==> config.mk <==
export PLATFORM = sky130hd
export DESIGN_NAME = lsu_hs_gen2
export DESIGN_NICKNAME = d
export VERILOG_FILES = /design/src/rtl/lsu_hs_gen2.sv
export SDC_FILE = /design/constraint.sdc
export NUM_CORES = 1
export LEC_CHECK = 0
export CORE_AREA = 2 2 147 149
export DETAILED_ROUTE_END_ITERATION = 6
export DIE_AREA = 0 0 149 151
export PLACE_DENSITY = 0.74
export SYNTH_ARGS = -nofsm -noshare
export SYNTH_HDL_FRONTEND = slang
export SYNTH_SLANG_ARGS = --single-unit
==> constraint.sdc <==
create_clock -name i_clk -period 2.8 [get_ports i_clk]
set_input_delay 0.56 -clock i_clk [delete_from_list [all_inputs] [get_ports i_clk]]
set_output_delay 0.56 -clock i_clk [all_outputs]
set_load 0.01 [all_outputs]
==> src/rtl/lsu_hs_gen2.sv <==
// lsu_hs_gen2 - load/store unit between the core MEM stage and the memory/peripheral fabric.
//
// Takes one request at a time from the core over a valid/ready port. The low AW address bits
// are decoded into three windows: data memory (multi-cycle SRAM controller, req/ack),
// output peripherals and input peripherals (both single-cycle). The unit steers byte lanes,
// sign- or zero-extends loads, and reports misaligned/illegal, unmapped and timeout faults.
//
// Ports
//   i_clk, i_rst                 clock (rising edge), synchronous active-high reset
//   i_req_valid / o_req_ready    core request handshake; i_addr, i_wren, i_lsu_op, i_st_data
//   o_rsp_valid                  one-cycle response strobe with o_ld_data and o_fault
//   o_busy                       high whenever the unit is not idle (core stall)
//   o_mem_*, i_mem_ack/rdata     data-memory port; the request is held until ack
//   o_per_*, i_oper/iper_rdata   peripheral port; write strobe lasts one cycle
//   o_dbg_state                  current FSM state, for debug and checkers
//
// Handshake: the core request transfers on a rising edge where i_req_valid && o_req_ready.
// o_req_ready is high only in IDLE and does not depend on i_req_valid. Toward data memory,
// o_mem_req rises in the cycle after accept and stays high, with address, mask and data
// stable, until the cycle in which i_mem_ack is sampled high. i_mem_ack seen outside that
// wait is ignored.
module lsu_hs_gen2 #(
    parameter int AW        = 16,
    parameter int DMEM_BASE = 'h2000,
    parameter int DMEM_LAST = 'h3FFF,
    parameter int OPER_BASE = 'h7000,
    parameter int OPER_LAST = 'h703F,
    parameter int IPER_BASE = 'h7800,
    parameter int IPER_LAST = 'h781F,
    parameter int TIMEOUT   = 255
) (
    input  logic          i_clk,
    input  logic          i_rst,
    input  logic          i_req_valid,
    output logic          o_req_ready,
    input  logic [31:0]   i_addr,
    input  logic          i_wren,
    input  logic [2:0]    i_lsu_op,
    input  logic [31:0]   i_st_data,
    output logic          o_rsp_valid,
    output logic [31:0]   o_ld_data,
    output logic [1:0]    o_fault,
    output logic          o_busy,
    output logic          o_mem_req,
    output logic          o_mem_we,
    output logic [AW-1:0] o_mem_addr,
    output logic [3:0]    o_mem_bmask,
    output logic [31:0]   o_mem_wdata,
    input  logic          i_mem_ack,
    input  logic [31:0]   i_mem_rdata,
    output logic          o_per_we,
    output logic [AW-1:0] o_per_addr,
    output logic [3:0]    o_per_bmask,
    output logic [31:0]   o_per_wdata,
    input  logic [31:0]   i_oper_rdata,
    input  logic [31:0]   i_iper_rdata,
    output logic [2:0]    o_dbg_state
);

    localparam int CW = (TIMEOUT < 1) ? 1 : $clog2(TIMEOUT + 1);
    localparam logic [CW-1:0] TO_LAST = CW'(TIMEOUT - 1);
    localparam logic [AW-1:0] DM_LO = AW'(DMEM_BASE);
    localparam logic [AW-1:0] DM_HI = AW'(DMEM_LAST);
    localparam logic [AW-1:0] OP_LO = AW'(OPER_BASE);
    localparam logic [AW-1:0] OP_HI = AW'(OPER_LAST);
    localparam logic [AW-1:0] IP_LO = AW'(IPER_BASE);
    localparam logic [AW-1:0] IP_HI = AW'(IPER_LAST);

    typedef enum logic [2:0] {
        S_IDLE     = 3'd0,
        S_MEM_WAIT = 3'd1,
        S_PER      = 3'd2,
        S_RESP     = 3'd3,
        S_ERR      = 3'd4
    } state_t;

    state_t        state_q, state_d;
    logic [AW-1:0] addr_q, addr_d;
    logic          wren_q, wren_d;
    logic [2:0]    op_q, op_d;
    logic [31:0]   sdata_q, sdata_d;
    logic [1:0]    fault_q, fault_d;
    logic [31:0]   rdata_q, rdata_d;
    logic [CW-1:0] cnt_q, cnt_d;
    logic          iper_q, iper_d;

    // Request decode, evaluated on the live inputs in the accept cycle.
    logic [AW-1:0] addr_lo;
    logic          op_legal, misaligned, hit_dmem, hit_oper, hit_iper;

    assign addr_lo  = i_addr[AW-1:0];
    assign op_legal = (i_lsu_op == 3'b000) || (i_lsu_op == 3'b001) || (i_lsu_op == 3'b010) ||
                      (i_lsu_op == 3'b100) || (i_lsu_op == 3'b101);
    assign misaligned = ((i_lsu_op[1:0] == 2'b01) && i_addr[0]) ||
                        ((i_lsu_op[1:0] == 2'b10) && (i_addr[1:0] != 2'b00));
    assign hit_dmem = (addr_lo >= DM_LO) && (addr_lo <= DM_HI);
    assign hit_oper = (addr_lo >= OP_LO) && (addr_lo <= OP_HI);
    assign hit_iper = (addr_lo >= IP_LO) && (addr_lo <= IP_HI);

    // Only the low AW address bits take part in decode; upper bits alias.
    logic unused_addr_hi;
    assign unused_addr_hi = ^i_addr[31:AW];

    always_ff @(posedge i_clk) begin
        if (i_rst) begin
            state_q <= S_IDLE;
            addr_q  <= '0;
            wren_q  <= 1'b0;
            op_q    <= '0;
            sdata_q <= '0;
            fault_q <= '0;
            rdata_q <= '0;
            cnt_q   <= '0;
            iper_q  <= 1'b0;
        end else begin
            state_q <= state_d;
            addr_q  <= addr_d;
            wren_q  <= wren_d;
            op_q    <= op_d;
            sdata_q <= sdata_d;
            fault_q <= fault_d;
            rdata_q <= rdata_d;
            cnt_q   <= cnt_d;
            iper_q  <= iper_d;
        end
    end

    always_comb begin
        state_d = state_q;
        addr_d  = addr_q;
        wren_d  = wren_q;
        op_d    = op_q;
        sdata_d = sdata_q;
        fault_d = fault_q;
        rdata_d = rdata_q;
        cnt_d   = cnt_q;
        iper_d  = iper_q;
        case (state_q)
            S_IDLE: begin
                if (i_req_valid) begin
                    addr_d  = addr_lo;
                    wren_d  = i_wren;
                    op_d    = i_lsu_op;
                    sdata_d = i_st_data;
                    cnt_d   = '0;
                    rdata_d = '0;
                    iper_d  = hit_iper;
                    // Alignment/opcode faults take precedence over unmapped addresses.
                    if (!op_legal || misaligned) begin
                        fault_d = 2'b01;
                        state_d = S_ERR;
                    end else if (!(hit_dmem || hit_oper || hit_iper)) begin
                        fault_d = 2'b10;
                        state_d = S_ERR;
                    end else begin
                        fault_d = 2'b00;
                        state_d = hit_dmem ? S_MEM_WAIT : S_PER;
                    end
                end
            end
            S_MEM_WAIT: begin
                if (i_mem_ack) begin
                    rdata_d = i_mem_rdata;
                    state_d = S_RESP;
                end else if (cnt_q == TO_LAST) begin
                    // The request has now been held for TIMEOUT cycles with no ack.
                    fault_d = 2'b11;
                    state_d = S_RESP;
                end else begin
                    cnt_d = cnt_q + 1'b1;
                end
            end
            S_PER, S_RESP, S_ERR: state_d = S_IDLE;
            default:              state_d = S_IDLE;
        endcase
    end

    // Lane steering, computed from the registered request.
    logic [1:0]    off;
    logic [3:0]    bmask;
    logic [31:0]   wdata;
    logic [AW-1:0] dm_rel;
    logic          unused_dm_rel;

    assign off           = addr_q[1:0];
    assign dm_rel        = addr_q - DM_LO;
    assign unused_dm_rel = ^dm_rel[1:0];

    always_comb begin
        case (op_q[1:0])
            2'b00:   begin bmask = 4'b0001 << off; wdata = {4{sdata_q[7:0]}};  end
            2'b01:   begin bmask = 4'b0011 << off; wdata = {2{sdata_q[15:0]}}; end
            default: begin bmask = 4'b1111;        wdata = sdata_q;            end
        endcase
    end

    function automatic logic [31:0] extend(input logic [31:0] word, input logic [2:0] op,
                                           input logic [1:0] lane_off);
        logic [31:0] lane;
        lane = word >> {lane_off, 3'b000};
        case (op)
            3'b000:  extend = {{24{lane[7]}}, lane[7:0]};
            3'b001:  extend = {{16{lane[15]}}, lane[15:0]};
            3'b100:  extend = {24'd0, lane[7:0]};
            3'b101:  extend = {16'd0, lane[15:0]};
            default: extend = lane;
        endcase
    endfunction

    // Strobes are gated with i_rst so an abandoned transaction goes quiet in the reset cycle.
    logic        in_mem, in_per, in_rsp;
    logic [31:0] ld_src;

    assign in_mem = (state_q == S_MEM_WAIT) && !i_rst;
    assign in_per = (state_q == S_PER) && !i_rst;
    assign in_rsp = ((state_q == S_PER) || (state_q == S_RESP) || (state_q == S_ERR)) && !i_rst;
    assign ld_src = (state_q == S_PER) ? (iper_q ? i_iper_rdata : i_oper_rdata) : rdata_q;

    assign o_req_ready = (state_q == S_IDLE);
    assign o_busy      = (state_q != S_IDLE);
    assign o_dbg_state = state_q;

    assign o_mem_req   = in_mem;
    assign o_mem_we    = in_mem && wren_q;
    assign o_mem_addr  = in_mem ? {dm_rel[AW-1:2], 2'b00} : '0;
    assign o_mem_bmask = in_mem ? bmask : 4'b0000;
    assign o_mem_wdata = in_mem ? wdata : 32'd0;

    // The input-peripheral window is read-only, so stores never strobe it.
    assign o_per_we    = in_per && wren_q && !iper_q;
    assign o_per_addr  = in_per ? {addr_q[AW-1:2], 2'b00} : '0;
    assign o_per_bmask = in_per ? bmask : 4'b0000;
    assign o_per_wdata = in_per ? wdata : 32'd0;

    assign o_rsp_valid = in_rsp;
    assign o_fault     = in_rsp ? fault_q : 2'b00;
    assign o_ld_data   = (in_rsp && !wren_q && (fault_q == 2'b00)) ?
                         extend(ld_src, op_q, off) : 32'd0;

endmodule
# After elaboration in Yosys (flattened, before gate mapping)
# Index checks and enable logic that the tools add are counted.
word_totals:
  regBits: 98
  elab_cells: 114
  out_inout_bits: 147
  in_bits: 168
op_classes:
  order_cmp: 6
  reduce_logical: 40
  n_addsub: 2
  n_eq_ne: 21
  shifts: 3
  muxes: 33
ops:
  columns: ["operator", "n"]
  rows:
  - ["$mux W32", 7]
  - ["$pmux W32 S2", 2]
  - ["$pmux W32 S4", 1]
  - ["$ge A16 B15 Y1 const B", 2]
  - ["$le A16 B15 Y1 const B", 2]
  - ["$mux W16", 2]
  - ["$shr A32 B5 Y32", 1]
  - ["$mux W8", 3]
  - ["$ge A16 B14 Y1 const B", 1]
  - ["$le A16 B14 Y1 const B", 1]
  - ["$pmux W8 S2", 1]
  - ["$sub A16 B14 Y16 const B", 1]
  - ["$eq A3 B3 Y1 const B", 5]
  - ["$mux W3", 5]
  - ["$mux W2", 7]
  - ["$logic_and A1 B1 Y1", 13]
  - ["$logic_or A1 B1 Y1", 10]
  - ["$ne A2 B2 Y1 const B", 5]
  - ["$eq A3 B1 Y1 const B", 3]
  - ["$eq A3 B2 Y1 const B", 3]
  - ["$logic_not A3 Y1", 3]
  - ["$add A8 B1 Y8 const B", 1]
  - ["$eq A8 B8 Y1 const B", 1]
  - ["$mux W4", 2]
  - ["other kinds (15)", 23]

# Logic depth before layout (Yosys ltp)
logic_depth:
  depth_word: 10
  ltp_mapped: 8
  depth_no_buf: 6

# Worst setup path after synthesis
# OpenSTA, ideal clock, no wires.
synth_timing:
  path_kind: "flip-flop to output port"
  start: "register state_q[1], in the netlist o_dbg_state[1]"
  end: "output o_ld_data[17]"
  path_stages_with_launch: 9
  slack_ns: -0.091
  arrival_ns: 2.331
  required_ns: 2.240
  path_cell_list: "dfxtp_1 nor3b_2 buf_4 mux2i_1 mux4_2 or4_1 buf_2 buf_6 a21oi_2"
synth_between:
  elab_chain_cells: 7
  word_cells_on_any_way: 12
synth_lines:
  columns: ["item", "line", "source"]
  rows:
  - ["from (decl)", "77", "state_t state_q, state_d;"]
  - ["from (signal assigned)", "116", "state_q <= state_d;"]
  - ["branches (longest 6 deep; another with $mux W32)", null, null]
  - ["$mux W32 (*)", "237", "assign o_ld_data = (in_rsp && !wren_q && (fault_q == 2'b00)) ?"]
  - ["to (decl)", "41", "output logic [31:0] o_ld_data,"]
# Mark *: on every way between the ends.

# Final worst setup path
layout_timing:
  start: "input i_iper_rdata[7]"
  end: "output o_ld_data[20]"
layout_between:
  elab_chain_cells: 5
layout_lines:
  columns: ["item", "line", "source"]
  rows:
  - ["from (decl)", "56", "input logic [31:0] i_iper_rdata,"]
  - ["$mux W32 (2 in series)", "217", "assign ld_src = (state_q == S_PER) ? (iper_q ? i_iper_rdata : i_oper_rdata) : rdata_q;"]
  - ["$shr A32 B5 Y32", "200", "lane = word >> {lane_off, 3'b000};"]
  - ["$pmux W32 S4", "201", "case (op)"]
  - ["$mux W32", "237", null]
# Every way passes these cells.

==> results by group <==
Die
  • Core ar.: approximately 21000 µm²
  • Starting Density: 29.9%
  • Die ar.: 22500 µm²
  • Die height: 151 µm
  • # rows: 53
  • I/O Pins: 315
  • Die X: 149 µm

Global routing
  • Pin count of the biggest net entering global routing: 90
  • GRT Overall Usage: 21.7%
  • Wire length of the first global-routing pass: 37800 µm
  • Antenna violations before repair: 0
  • Overflow after GRT: 0
  • Vias in the first global route: 6827

Place
  • I/O Buffers: 294
  • Dpl ws: -1090 ps
  • Post-Place Cells: 1412
  • Routability cong.: 0.921
  • Area post-placement: 9840 µm²
  • DPL Wire Length: 19100 µm

Routing
  • Final ANT Viol Nets: 0
  • Final WL: 26900 µm
  • Vias: 7417
  • Drc violations: 0
  • Average wire per standard cell: 18.4 µm
  • DR pass1 iterations: 5
  • Drt via density: slightly above 5
  • 1st-iter DRT viols: 328

Timing
  • Post-layout minimum cycle time: 3290 ps
  • RSZ-0062 raised after global routing: yes
  • Final hold slack: 453 ps
  • Fmax: 0.304 GHz
  • Final Cycle Share: 117%
  • Endpoints failing hold: 0
  • Setup-failing EPs final: 31
  • Worst-margin pin slew: 1040 ps
  • Max-slew violations: 0
  • Skew final: 13.0 ps
  • Final worst setup slack: -485 ps
  • Normalized max-slew margin: between 30% and 40%

Finish
  • FILL cells: around 2000
  • Non-Filler Instances: 1462
  • Design area: roughly 11000 µm²
  • Ant. Diodes: 0
  • Nets: 1353
  • Synth-to-layout area growth: 75.1%
  • Layout cell share with drive strength beyond 1: 23.4%

Run
  • Max_cap viols: 0

Worst setup path
  • Worst EP arrival: 2730 ps
  • CP Class: in2out
  • Critical path fanouts, max: 7
  • Crit path launch type: input pin
  • Critical Path End Type: output port
  • Critical Path RT: 2240 ps

Clocking
  • CTS Buf Count: 9
  • Skew-Pair Late Insertion Delay: between 300 and 400 ps
  • CTS tree: built
  • H-tree depth: 3
  • CTS Root Buffer Type: clkbuf_16
  • Clk slew on worst S/H paths: 80 ps
  • CTS sink count: 98
  • Clock Path Buffers: 2

Synthesis
  • Syn. warnings: 0
  • Synth Register Bits: 98
  • Count of cell types in the netlist: 56
  • Asr flop ratio synth: 0%
  • Top post-synthesis cells by area: dfxtp_1 (32%), mux2i_1 (10%), a21oi_1 (8.8%)
  • Post-synth top area share: 31.5%
  • Area leader, netlist: dfxtp_1
  • Mean Syn Cell Area: between 7 and 8 µm²
  • Post-synthesis sequential area ratio: 31.5%
  • Dominant synthesized flop cell: dfxtp_1
  • Cells after Synth: 850
  • Synthesized area: 6220 µm²
  • EDFF count, synth: 0

Pwr
  • Peak VDD IR: about 260 µV
  • Pwr dens: 322 nW/µm²
  • Final total power: 3.50 mW
  • Leak pwr: 5.39 nW

Status
  • Status: finished, violations left
  • Failing checks: setup timing

Min path
  • Hold Path Class: reg2reg
[final cells by class]
type	count	area, µm²	area share (%)
multi-input cells	665	4280	39.3
repair buffers	399	3980	36.5
flip-flops and latches	98	1970	18.1
well taps	275	344	3.16
clock buffers	9	225	2.07
clock inverters	7	60.1	0.552
inverters	9	33.8	0.310
[layer usage]
layer	track usage, %	wire (µm)	share of wire [%]
met5	0	0	0
met4	7.71	656	2.4
met3	5.30	2230	8.3
met2	36.7	13000	48
met1	27.0	11000	41
[registers in the layout (all words and copies together) (netlist names)]
name         flops
op_q             3
iper_q           1
fault_q          2
sdata_q         32
cnt_q            8
rdata_q         32
wren_q           1
o_dbg_state      3
addr_q          16
[final timing paths]
check | from | end | slack (ps) | depth (start not counted)
worst max-delay path | i_iper_rdata[7] | o_ld_data[20] | -490 | 9
worst min register to register | rdata_q[10] | rdata_q[10] | 450 | 2
worst max register to register | o_dbg_state[2] | rdata_q[18] | 280 | 13
worst min-delay path | rdata_q[10] | rdata_q[10] | 450 | 2
[metrics by stage]
stage / TNS [ps] / util, %
5_1_grt: -13940 / 52.3
3_5_place_dp: -26490 / 47.3
6_report: -11770 / 52.3
2_1_floorplan: 0 / -
3_3_place_gp: -24960 / 47.3
4_1_cts: -15440 / 49.0
[cell usage in the layout, fill, tap and decap left out, types with 17 or more instances in the layout]
| cell type | count |
|---|---|
| nand3_1 | 36 |
| dfxtp_1 | 92 |
| nor2_1 | 107 |
| mux2i_1 | 51 |
| dlymetal6s2s_1 | 71 |
| and3_1 | 41 |
| a21oi_1 | 105 |
| clkdlybuf4s50_1 | 167 |
| buf_4 | 75 |
| a21oi_2 | 17 |
| buf_2 | 32 |
| nand2_1 | 142 |
| mux2_2 | 21 |
[cell families (layout without fill, tap and decap cells)]
| group | count (synthesis) | count (layout) | share of synthesized area (%) |
|---|---|---|---|
| other | 1 | 4 | 0.0603 |
| muxes | 96 | 96 | 16.3 |
| adders and majority gates | 3 | 3 | 0.604 |
| and+or+nand+nor | 373 | 373 | 26.8 |
| AOI/OAI and AO/OA | 184 | 184 | 18.0 |
| buffers and inverters | 90 | 424 | 6.04 |
| xor gates and xnor gates | 5 | 5 | 0.704 |
| DFF | 98 | 98 | 31.5 |
[timing repair]
action,4_1_cts,5_1_grt
resized for setup,173,172
buffers inserted,7,23
hold buffers,0,0
pin swaps,14,28
endpoints found under the setup margin,115,107
cloned,0,4
endpoints found under the hold margin,0,0
[worst max-delay path: stages]
cell,delay [ps]
clkdlybuf4s50_1,460
mux2_4,140
mux2i_1,60
mux4_2,480
or4_4,460
buf_8,170
buf_12,140
a21oi_2,110
buf_2,140
[power breakdown]
group | switching, mW | internal, mW | total [mW]
registers | 0.0431 | 1.45 | 1.49
clock network | 0.595 | 0.617 | 1.21
logic | 0.400 | 0.403 | 0.803
total | 1.04 | 2.47 | 3.50
[cell usage after synthesis (all sizes together) (2+ instances only)]
cell,number
nand4,2
a21oi,122
nor3b,6
dfxtp,98
o21ai,7
nor4b,2
o31ai,7
or3,4
mux2i,63
nor3,10
inv,8
nand3,36
nor2b,3
o21a,16
and3,41
a41oi,2
a211oi,14
nor2,113
ha,3
and4,2
mux2,32
or2,3
a22oi,3
and2,2
clkbuf,60
a31oi,2
nand2b,2
buf,21
xor2,4
nand2,143
(Power assumes the default switching activity.)
